File: config.mk
export PLATFORM = sky130hd
export DESIGN_NAME = crop_scheduler
export DESIGN_NICKNAME = d
export VERILOG_FILES = /design/src/rtl/crop_scheduler.sv
export SDC_FILE = /design/constraint.sdc
export NUM_CORES = 1
export LEC_CHECK = 0
export BUFFER_PORTS_ARGS = -buffer_cell sky130_fd_sc_hd__buf_2
export CAP_MARGIN = 20
export CORE_AREA = 2 2 104 106
export CTS_CLUSTER_SIZE = 40
export DETAILED_ROUTE_END_ITERATION = 16
export DIE_AREA = 0 0 106 108
export REMOVE_ABC_BUFFERS = 1
export SETUP_SLACK_MARGIN = 0.5
export SLEW_MARGIN = 5
export SYNTH_ARGS = -nofsm -noshare
export SYNTH_HDL_FRONTEND = slang
export SYNTH_SLANG_ARGS = --single-unit
File: constraint.sdc
create_clock -name clk -period 4.5 [get_ports clk]
set_input_delay 0.225 -clock clk [delete_from_list [all_inputs] [get_ports clk]]
set_output_delay 0.225 -clock clk [all_outputs]
set_load 0.02 [all_outputs]
File: src/rtl/crop_scheduler.sv
// crop_scheduler: queues crop-window requests and, one frame per request,
// streams a raster-order input frame while forwarding only the pixels that
// fall inside the requested window through a single output register.
module crop_scheduler #(
  parameter int PIXEL_BIT_WIDTH = 8,
  parameter int IN_ROWS         = 9,
  parameter int IN_COLS         = 9,
  parameter int OUT_ROWS        = 3,
  parameter int OUT_COLS        = 3,
  parameter int QUEUE_DEPTH     = 4,
  localparam int RW = (IN_ROWS > 1) ? $clog2(IN_ROWS) : 1,
  localparam int CW = (IN_COLS > 1) ? $clog2(IN_COLS) : 1
) (
  input  logic                       clk,
  input  logic                       reset,
  input  logic                       cfg_valid,
  output logic                       cfg_ready,
  input  logic [RW-1:0]              cfg_y1,
  input  logic [CW-1:0]              cfg_x1,
  input  logic                       in_valid,
  output logic                       in_ready,
  input  logic [PIXEL_BIT_WIDTH-1:0] pixel_in,
  output logic                       out_valid,
  input  logic                       out_ready,
  output logic [PIXEL_BIT_WIDTH-1:0] pixel_out,
  output logic                       out_last,
  output logic [7:0]                 out_crop_id,
  output logic                       err_bad_cfg,
  output logic                       busy
);

  localparam int AW = $clog2(QUEUE_DEPTH);

  typedef enum logic {S_IDLE, S_STREAM} state_t;

  state_t                       r_state, w_state_next;
  logic [RW+CW-1:0]             r_q_mem [QUEUE_DEPTH];
  logic [AW-1:0]                r_wr_ptr, r_rd_ptr;
  logic [AW:0]                  r_count;
  logic [RW-1:0]                r_y1, r_row;
  logic [CW-1:0]                r_x1, r_col;
  logic [7:0]                   r_frame_id;
  logic                         r_out_valid, r_out_last, r_err;
  logic [PIXEL_BIT_WIDTH-1:0]   r_pixel_out;
  logic [7:0]                   r_out_crop_id;

  logic w_full, w_empty, w_cfg_fire, w_cfg_ok, w_push, w_pop;
  logic w_in_ready, w_accept, w_last_pix, w_in_win, w_win_last;

  // Request queue status and request validation (window must fit the frame).
  assign w_full     = (r_count == (AW+1)'(QUEUE_DEPTH));
  assign w_empty    = (r_count == '0);
  assign cfg_ready  = !reset && !w_full;
  assign w_cfg_fire = cfg_valid && cfg_ready;
  assign w_cfg_ok   = (32'(cfg_y1) + 32'(OUT_ROWS) <= 32'(IN_ROWS)) &&
                      (32'(cfg_x1) + 32'(OUT_COLS) <= 32'(IN_COLS));
  assign w_push     = w_cfg_fire && w_cfg_ok;

  // Position of the pixel currently offered, relative to the latched window.
  assign w_accept   = w_in_ready && in_valid;
  assign w_last_pix = (r_row == RW'(IN_ROWS - 1)) && (r_col == CW'(IN_COLS - 1));
  assign w_in_win   = (32'(r_row) >= 32'(r_y1)) &&
                      (32'(r_row) <  32'(r_y1) + 32'(OUT_ROWS)) &&
                      (32'(r_col) >= 32'(r_x1)) &&
                      (32'(r_col) <  32'(r_x1) + 32'(OUT_COLS));
  assign w_win_last = (32'(r_row) == 32'(r_y1) + 32'(OUT_ROWS) - 32'd1) &&
                      (32'(r_col) == 32'(r_x1) + 32'(OUT_COLS) - 32'd1);

  // Next-state and handshake decode: IDLE pops a request, STREAM consumes a frame.
  // NOTE: every signal written here gets a default first so no latch is inferred.
  always_comb begin
    w_state_next = r_state;
    w_pop        = 1'b0;
    w_in_ready   = 1'b0;
    case (r_state)
      S_IDLE: begin
        if (!w_empty) begin
          w_pop        = 1'b1;
          w_state_next = S_STREAM;
        end
      end
      S_STREAM: begin
        w_in_ready = !r_out_valid || out_ready;
        if (w_in_ready && in_valid && w_last_pix) w_state_next = S_IDLE;
      end
      default: w_state_next = S_IDLE;
    endcase
  end

  // FSM state register.
  // NOTE: sequential state uses non-blocking assignments so all registers
  // sample their inputs from the same pre-edge values.
  always_ff @(posedge clk) begin
    if (reset) r_state <= S_IDLE;
    else       r_state <= w_state_next;
  end

  // Queue storage: written on an accepted, valid request.
  // NOTE: the storage array is not reset; only the pointers and count are,
  // which is enough to make stale entries unreachable.
  always_ff @(posedge clk) begin
    if (w_push) r_q_mem[r_wr_ptr] <= {cfg_y1, cfg_x1};
  end

  // Queue pointers and occupancy; simultaneous push and pop both take effect.
  always_ff @(posedge clk) begin
    if (reset) begin
      r_wr_ptr <= '0;
      r_rd_ptr <= '0;
      r_count  <= '0;
    end else begin
      if (w_push) r_wr_ptr <= r_wr_ptr + 1'b1;
      if (w_pop)  r_rd_ptr <= r_rd_ptr + 1'b1;
      case ({w_push, w_pop})
        2'b10:   r_count <= r_count + 1'b1;
        2'b01:   r_count <= r_count - 1'b1;
        default: r_count <= r_count;
      endcase
    end
  end

  // Frame context: latch window on pop, then walk row/col per accepted pixel.
  always_ff @(posedge clk) begin
    if (reset) begin
      r_y1       <= '0;
      r_x1       <= '0;
      r_row      <= '0;
      r_col      <= '0;
      r_frame_id <= '0;
    end else if (w_pop) begin
      {r_y1, r_x1} <= r_q_mem[r_rd_ptr];
      r_row        <= '0;
      r_col        <= '0;
      r_frame_id   <= r_frame_id + 8'd1;
    end else if (w_accept) begin
      if (r_col == CW'(IN_COLS - 1)) begin
        r_col <= '0;
        r_row <= r_row + 1'b1;
      end else begin
        r_col <= r_col + 1'b1;
      end
    end
  end

  // Output register: load on an in-window pixel, clear once downstream takes it.
  always_ff @(posedge clk) begin
    if (reset) begin
      r_out_valid   <= 1'b0;
      r_out_last    <= 1'b0;
      r_pixel_out   <= '0;
      r_out_crop_id <= '0;
    end else if (w_accept && w_in_win) begin
      r_out_valid   <= 1'b1;
      r_out_last    <= w_win_last;
      r_pixel_out   <= pixel_in;
      r_out_crop_id <= r_frame_id;
    end else if (r_out_valid && out_ready) begin
      r_out_valid <= 1'b0;
      r_out_last  <= 1'b0;
    end
  end

  // One-cycle error pulse for a request whose window does not fit.
  always_ff @(posedge clk) begin
    if (reset) r_err <= 1'b0;
    else       r_err <= w_cfg_fire && !w_cfg_ok;
  end

  assign in_ready    = w_in_ready;
  assign out_valid   = r_out_valid;
  assign out_last    = r_out_last;
  assign pixel_out   = r_pixel_out;
  assign out_crop_id = r_out_crop_id;
  assign err_bad_cfg = r_err;
  assign busy        = (r_state == S_STREAM);

endmodule

==> flow_summary.yaml, run 1 <==
power:
  netSwitchingFraction_pct: 37.79
  p_leak_nw: 1.730
  power.share.sequential_pct: 42.0
  share_comb_of_total_power_pct: 37.1
  p_switching_w: 0.0008613
  power_density_nw_per_um2: 490.8
  power.clock.fraction_pct: 20.9
  internal_power_w: 0.001418
  ir_worst_vdd_v: 0.0001766
logic_synthesis:
  yosysTopAreaCell: "dfxtp_1"
  avgSynthCellArea_um2: 10.73
  synth.distinct_cells: 50
  seq_area_frac_synth_pct: 47.87
  synth_top_cells_by_count: "51 x dfxtp_1, 40 x nor2_1, 36 x ha_1, 34 x nand2_1, 32 x edfxtp_1"
  yosysWarningCount: 0
  synth.ff_latch_count: 83
  postSynth.topFlopCell: "dfxtp_1"
  async_flop_share_pct: 0
  syn-instance-count: 386
  synth_enable_flop_cells: 32
  synth_most_common_cell: "dfxtp_1"
  netlist_top_cells_area: "dfxtp_1 25%, edfxtp_1 23%, ha_1 11%"
  syn-cell-area_um2: 4140
  synth_top_area_share_pct: 24.66
routing:
  initialDrtViolationCount: 91
  drt-pass1-iter-count: 4
  wl_per_cell_um: 13.64
  drc: 0
  ant_nets: 0
  route.final.wire_length_um: 7777
  post_drt_via_cell_ratio: 4.925
  via_count: 2807
setup_path:
  crit_end_category: "register"
  worstPathArrival_ns: 3.14
  worst_setup_path_start_kind: "register"
  setup.worst_path.class: "reg2reg"
  data_required_time_at_the_worst_endpoint_ns: 4.80
  crit_slowest_cell: "a2111oi_0"
  critical_path.max_stage_delay_ns: 0.45
  cp_cell_sequence: "inv_1 -> ha_1 -> a21oi_1 -> xnor2_1 -> inv_1 -> ha_1 -> o211ai_1 -> a21boi_1 -> nor4_4 -> buf_4 -> a2111oi_0 -> a31o_1"
  highest_net_fanout_along_the_worst_path: 19
sta:
  post-route-worst-setup-slack_ns: 1.658
  final_slew_violations: 0
  rsz0062_at_grt: "no"
  post-route-min-period_ns: 2.842
  total_negative_slack_ns: 0
  max-slew-margin-rel_pct: 57.93
  finalClockSkew_ns: 0.01571
  finalCritPeriodShare_pct: 63.16
  max_freq_mhz: 351.8
  timing.final.setup_violations: 0
  max_slew.worst_pin.slew_ns: 0.6303
  finalHoldViolCount: 0
global_route:
  grt_start_max_net_pins: 45
  grt_ovf: 0
  track_usage_pct: 14.43
  grt_first_pass_wirelength_um: 12920
  grt_antenna_before_repair: 0
  grt_pass1_vias: 2708
clock_tree:
  insertion_delay_ns: 0.36
  clock_sink_count: 83
  cts_post_setup_buffers_inserted: 0
  cts_max_path_buffers: 2
  master_cell_of_the_clock_root_buffer: "clkbuf_8"
  ctsResizeCount: 0
  worst_setup_hold_path_clk_slew_ns: 0.08
  tritoncts.num_buffers: 9
  h_tree_level_count: 3
  cts_tree: "yes"
  cts_hold_repair.buffers: 0
floorplan:
  design.portCount: 43
  die_w_um: 106
  coreArea_um2: 10230
  effective_utilization_at_floorplan_pct: 40.47
  row_count: 37
  die_height_um: 108
  floorplan.die_area_um2: 11450
final_layout:
  nNetsFinal: 487
  final_core_util_pct: 45.38
  ant_diodes: 0
  area_growth_pct: 12.15
  fraction_of_final_layout_cells_with_drive_strength_greater_than_1_pct: 17.28
  number_of_fill_cells_in_the_layout: 981
place:
  detailedPlace.worstSlack_ns: 1.662
  gp_routability_congestion: 0.8056
  half_perimeter_wire_length_after_detailed_placement_um: 5643
  place.port_buffers: 42
hold_path:
  hold_path.class: "in2reg"
run_status:
  status: "completed"
run:
  cap_viol_max_count: 0
through the flow:
stage          power (W)  std cells  hold WS [ns]  cell area [µm²]
6_report        0.002279        570       0.09644             4643
5_1_grt         0.002436        570       0.09241             4643
4_1_cts         0.002299        570       0.08480             4643
3_5_place_dp    0.001820        554        0.4628             4476
3_3_place_gp    0.001797        554        0.4584             4476
2_1_floorplan   0.001599        374        0.2941             4071
critical path, delay by kind of cell, from the launching register on:
kind | cells | cell delay (ns)
buffers and inverters | 3 | 0.43
adders and majority gates | 2 | 0.51
AOI/OAI and AO/OA | 5 | 1.21
xor gates and xnor gates | 1 | 0.22
and+or+nand+nor | 1 | 0.05
DFF | 1 | 0.38
power by group through the flow:
stage	clock (W)	sequential [W]	combinational [W]
6_report	0.000476	0.000958	0.000845
5_1_grt	0.000514	0.000972	0.000950
4_1_cts	0.000488	0.000960	0.000850
3_5_place_dp	0	0.000978	0.000842
3_3_place_gp	0	0.000974	0.000823
2_1_floorplan	0	0.000969	0.000630
sequential cells by signal, indices dropped and copies added, names as in the netlist:
signal and count:
r_count 3, r_wr_ptr 2, r_x1 4, r_y1 4
r_q_mem 32, pixel_out 8, r_col 4, out_last 1
busy 1, out_valid 1, r_row 4, r_frame_id 8
out_crop_id 8, r_rd_ptr 2, err_bad_cfg 1
metal layers:
metal	routed length, µm	global-route usage [%]
met2	3794	23.82
met4	133	4.981
met1	3554	18.59
met3	294	3.617
met5	0	0
worst paths after layout:
check / to / slack, ns / from / cells past startpoint
worst min-delay path: r_q_mem[2][3] / 0.1 / cfg_x1[3] / 1
worst min register to register: pixel_out[5] / 0.49 / pixel_out[5] / 2
worst max-delay path: out_last / 1.66 / r_y1[1] / 12
worst max register to register: out_last / 1.66 / r_y1[1] / 12
cell families (layout without fill, tap and decap cells):
family	Yosys count	after routing	synth area share (%)
AO/OA/AOI/OAI	58	58	8.281
XOR/XNOR	31	31	6.558
adder cells (fa/ha/maj)	37	37	11.36
buffers and inverters	40	88	4.201
flip-flops	83	83	47.87
multiplexers	25	25	8.462
AND/OR/NAND/NOR	112	112	13.27
area by class of cell:
type                    instances  area, µm²  share of cell area (%)
multi-input cells             263       1993                   42.93
flip-flops and latches         83       1982                   42.68
repair buffers                 44      225.2                   4.850
well taps                     136      170.2                   3.665
clock buffers                  10      127.6                   2.749
inverters                      28      105.1                   2.264
clock inverters                 6      40.04                  0.8623
layout by cell type, fill, tap and decap left out, drive strengths merged, types with 2 or more instances in the layout:
| master | synthesis | routed |
|---|---|---|
| a21boi | 2 | 2 |
| buf | 2 | 44 |
| o211ai | 2 | 2 |
| nand2 | 34 | 34 |
| a21oi | 31 | 31 |
| nand2b | 2 | 2 |
| inv | 27 | 29 |
| ha | 36 | 36 |
| mux4 | 8 | 8 |
| xor2 | 14 | 14 |
| xnor2 | 17 | 17 |
| and3 | 2 | 2 |
| nor2 | 40 | 40 |
| a211o | 3 | 3 |
| nand3 | 8 | 8 |
| dfxtp | 51 | 51 |
| clkinv | 1 | 4 |
| nor4 | 4 | 4 |
| nand4 | 3 | 3 |
| edfxtp | 32 | 32 |
| nor3 | 5 | 5 |
| clkbuf | 10 | 10 |
| o21ai | 9 | 9 |
| mux2i | 17 | 17 |
| nor2b | 5 | 5 |
| and2 | 5 | 5 |
No activity file was read; power rests on OpenSTA's default activity.
==> inputs of run 2 (changes only) <==
==> constraint.sdc (replaced) <==
create_clock -name clk -period 2.8 [get_ports clk]
set_input_delay 0.14 -clock clk [delete_from_list [all_inputs] [get_ports clk]]
set_output_delay 0.14 -clock clk [all_outputs]
set_load 0.02 [all_outputs]
==> run 2 against run 1 <==
Clock skew decreased by 0.011 ns. Non-clock buffer count increased by 16. Worst hold slack got worse by 0.079 ns. Clock-buffer cell count increased by 1. Final cell count increased by 2.8%. Sequential power increased by 61%. Largest power group is now combinational cells. Combinational power increased by 100%. Largest cell class unchanged. First-iteration DRC count increased by 14%. Register-to-register slack got worse by 1.2 ns. Utilization increased by 3.4 points. Critical path type unchanged. Via count increased by 1.9%. Worst setup slack got worse by 1.2 ns.
==> flow_summary.yaml, run 2 (synthesis results as in run 1) <==
routing:
  drc: 0
  initialDrtViolationCount: 104
  via_count: 2859
  route.final.wire_length_um: 7968
  wl_per_cell_um: 13.60
  post_drt_via_cell_ratio: 4.879
  ant_nets: 0
  drt-pass1-iter-count: 4
global_route:
  global_route.usage.met3_pct: 3.797
  grt.met1_usage_pct: 17.76
  grt_first_pass_wirelength_um: 12890
  track_usage_pct: 14.36
  grt_util_met2_pct: 24.24
  grt_antenna_before_repair: 0
  grt_start_max_net_pins: 45
  busiest_layer_in_global_routing: "met2"
  grt_pass1_vias: 2733
  grt_ovf: 0
sta:
  finalClockSkew_ns: 0.004630
  max-slew-margin-rel_pct: 58.85
  final_slew_violations: 0
  timing.final.setup_violations: 0
  max_slew.worst_pin.slew_ns: 0.6165
  rsz0062_at_grt: "yes"
  hold_ws_ns: 0.01733
  finalHoldViolCount: 0
  max_freq_mhz: 432.3
  total_negative_slack_ns: 0
  post-route-min-period_ns: 2.313
  finalCritPeriodShare_pct: 82.62
place:
  half_perimeter_wire_length_after_detailed_placement_um: 5502
  gp_routability_congestion: 0.8309
  place.port_buffers: 42
setup_path:
  critical_path.max_stage_delay_ns: 0.37
  critical_path.n_buffers_inverters: 4
  worst_setup_path_start_kind: "register"
  worstPathArrival_ns: 2.54
  setup.worst_path.class: "reg2reg"
  data_required_time_at_the_worst_endpoint_ns: 3.03
  cp_cell_sequence: "inv_4 -> buf_6 -> ha_4 -> a21boi_2 -> o21ai_1 -> a211o_1 -> nor4_4 -> buf_6 -> buf_12 -> mux2i_1 -> nor2_1"
  crit_end_category: "register"
  highest_net_fanout_along_the_worst_path: 6
  critical_path.top_delay_family: "compound AO/OA/AOI/OAI gates"
  worst_path_most_repeated_cell: "buf_6"
  crit_slowest_cell: "dfxtp_4"
clock_tree:
  worst_setup_hold_path_clk_slew_ns: 0.08
  cts_tree: "yes"
  cts_max_path_buffers: 2
  master_cell_of_the_clock_root_buffer: "clkbuf_8"
  insertion_delay_ns: 0.35
  clock_sink_count: 83
  tritoncts.num_buffers: 9
  h_tree_level_count: 3
floorplan:
  design.portCount: 43
  die_height_um: 108
  die_w_um: 106
  row_count: 37
  effective_utilization_at_floorplan_pct: 40.47
  coreArea_um2: 10230
  floorplan.die_area_um2: 11450
run_status:
  status: "completed"
run:
  cap_viol_max_count: 0
final_layout:
  mostFrequentLayoutCell: "dfxtp_1"
  fraction_of_final_layout_cells_with_drive_strength_greater_than_1_pct: 25.56
  ant_diodes: 0
  largest_register_ffs: 32
  max_flop_register: "r_q_mem"
  final_core_util_pct: 48.73
  area_growth_pct: 20.43
  final_cell_mix: "45 x dfxtp_1, 42 x buf_2, 40 x nor2_1"
  nNetsFinal: 503
power:
  p_switching_w: 0.001455
  power_density_nw_per_um2: 822.9
  power.share.sequential_pct: 37.7
  power.clock.fraction_pct: 20.5
  ir_worst_vdd_v: 0.0003691
  internal_power_w: 0.002648
  share_comb_of_total_power_pct: 41.8
  p_leak_nw: 1.865
  netSwitchingFraction_pct: 35.46
hold_path:
  hold_path.class: "in2reg"
==> run 2: cell types whose count changed in the layout (fill, tap and decap cells not counted), moves of 2 or more <==
cell,delta
inv_2,+3
a21oi_1,-3
ha_4,+5
a21oi_2,+2
inv_1,-4
a21boi_2,+2
o21ai_0,-2
ha_1,-5
dfxtp_4,+5
buf_4,+11
buf_6,+2
dfxtp_1,-6
inv_6,-2
==> run 2: cell type report <==
class                           count  area (µm²)
Inverter                           28       107.6
Tap cell                          136       170.2
Fill cell                         921        5245
Clock inverter                      5       52.55
Sequential cell                    83        2002
Clock buffer                       11       141.4
Multi-Input combinational cell    263        2120
Timing Repair Buffer               60       392.9
==> run 2: metrics by stage <==
stage	setup slack [ns]	area [µm²]	instances	total power (W)
3_5_place_dp	0.1802	4518	558	0.002967
6_report	0.4866	4986	586	0.004103
4_1_cts	0.4011	4887	582	0.004025
5_1_grt	0.3444	4986	586	0.004369
2_1_floorplan	-0.8277	4071	374	0.002569
3_3_place_gp	0.2778	4518	558	0.002953
==> run 2: what timing repair did <==
action / CTS / global route
endpoints found under the setup margin: 19 / 20
hold buffers: 0 / 0
pin swaps: 8 / 8
gates cloned: 1 / 0
resized for setup: 24 / 19
endpoints found under the hold margin: 0 / 0
buffers inserted: 7 / 4
==> run 2: path summary, 6_finish.rpt <==
kind | start | endpoint | slack [ns] | cells after the start
setup / recovery | r_y1[1] | out_crop_id[1] | 0.49 | 11
hold / removal | pixel_in[1] | pixel_out[1] | 0.02 | 3
setup reg to reg | r_y1[1] | out_crop_id[1] | 0.49 | 11
hold reg to reg | pixel_out[1] | pixel_out[1] | 0.49 | 2
==> run 2: per-layer routing <==
layer,routed length (µm),part of all wire (%)
met1,3684,46
met2,3870,49
met4,151,1.9
met3,261,3.3
met5,0,0
==> run 2: power groups by stage <==
| stage | clock, W | sequential, W | combinational [W] |
|---|---|---|---|
| after floorplan | 0 | 0.00156 | 0.00101 |
| after global placement | 0 | 0.00155 | 0.00140 |
| after detailed placement | 0 | 0.00155 | 0.00141 |
| after CTS | 0.000871 | 0.00154 | 0.00162 |
| after global routing | 0.000908 | 0.00157 | 0.00189 |
| final | 0.000841 | 0.00154 | 0.00172 |
==> run 2: worst register-to-register path: stages (launching register included) <==
cell and delay [ns]:
dfxtp_4 0.37, inv_4 0.05, buf_6 0.12, ha_4 0.24, a21boi_2 0.14, o21ai_1 0.09, a211o_1 0.34, nor4_4 0.29
buf_6 0.18, buf_12 0.13, mux2i_1 0.20, nor2_1 0.05
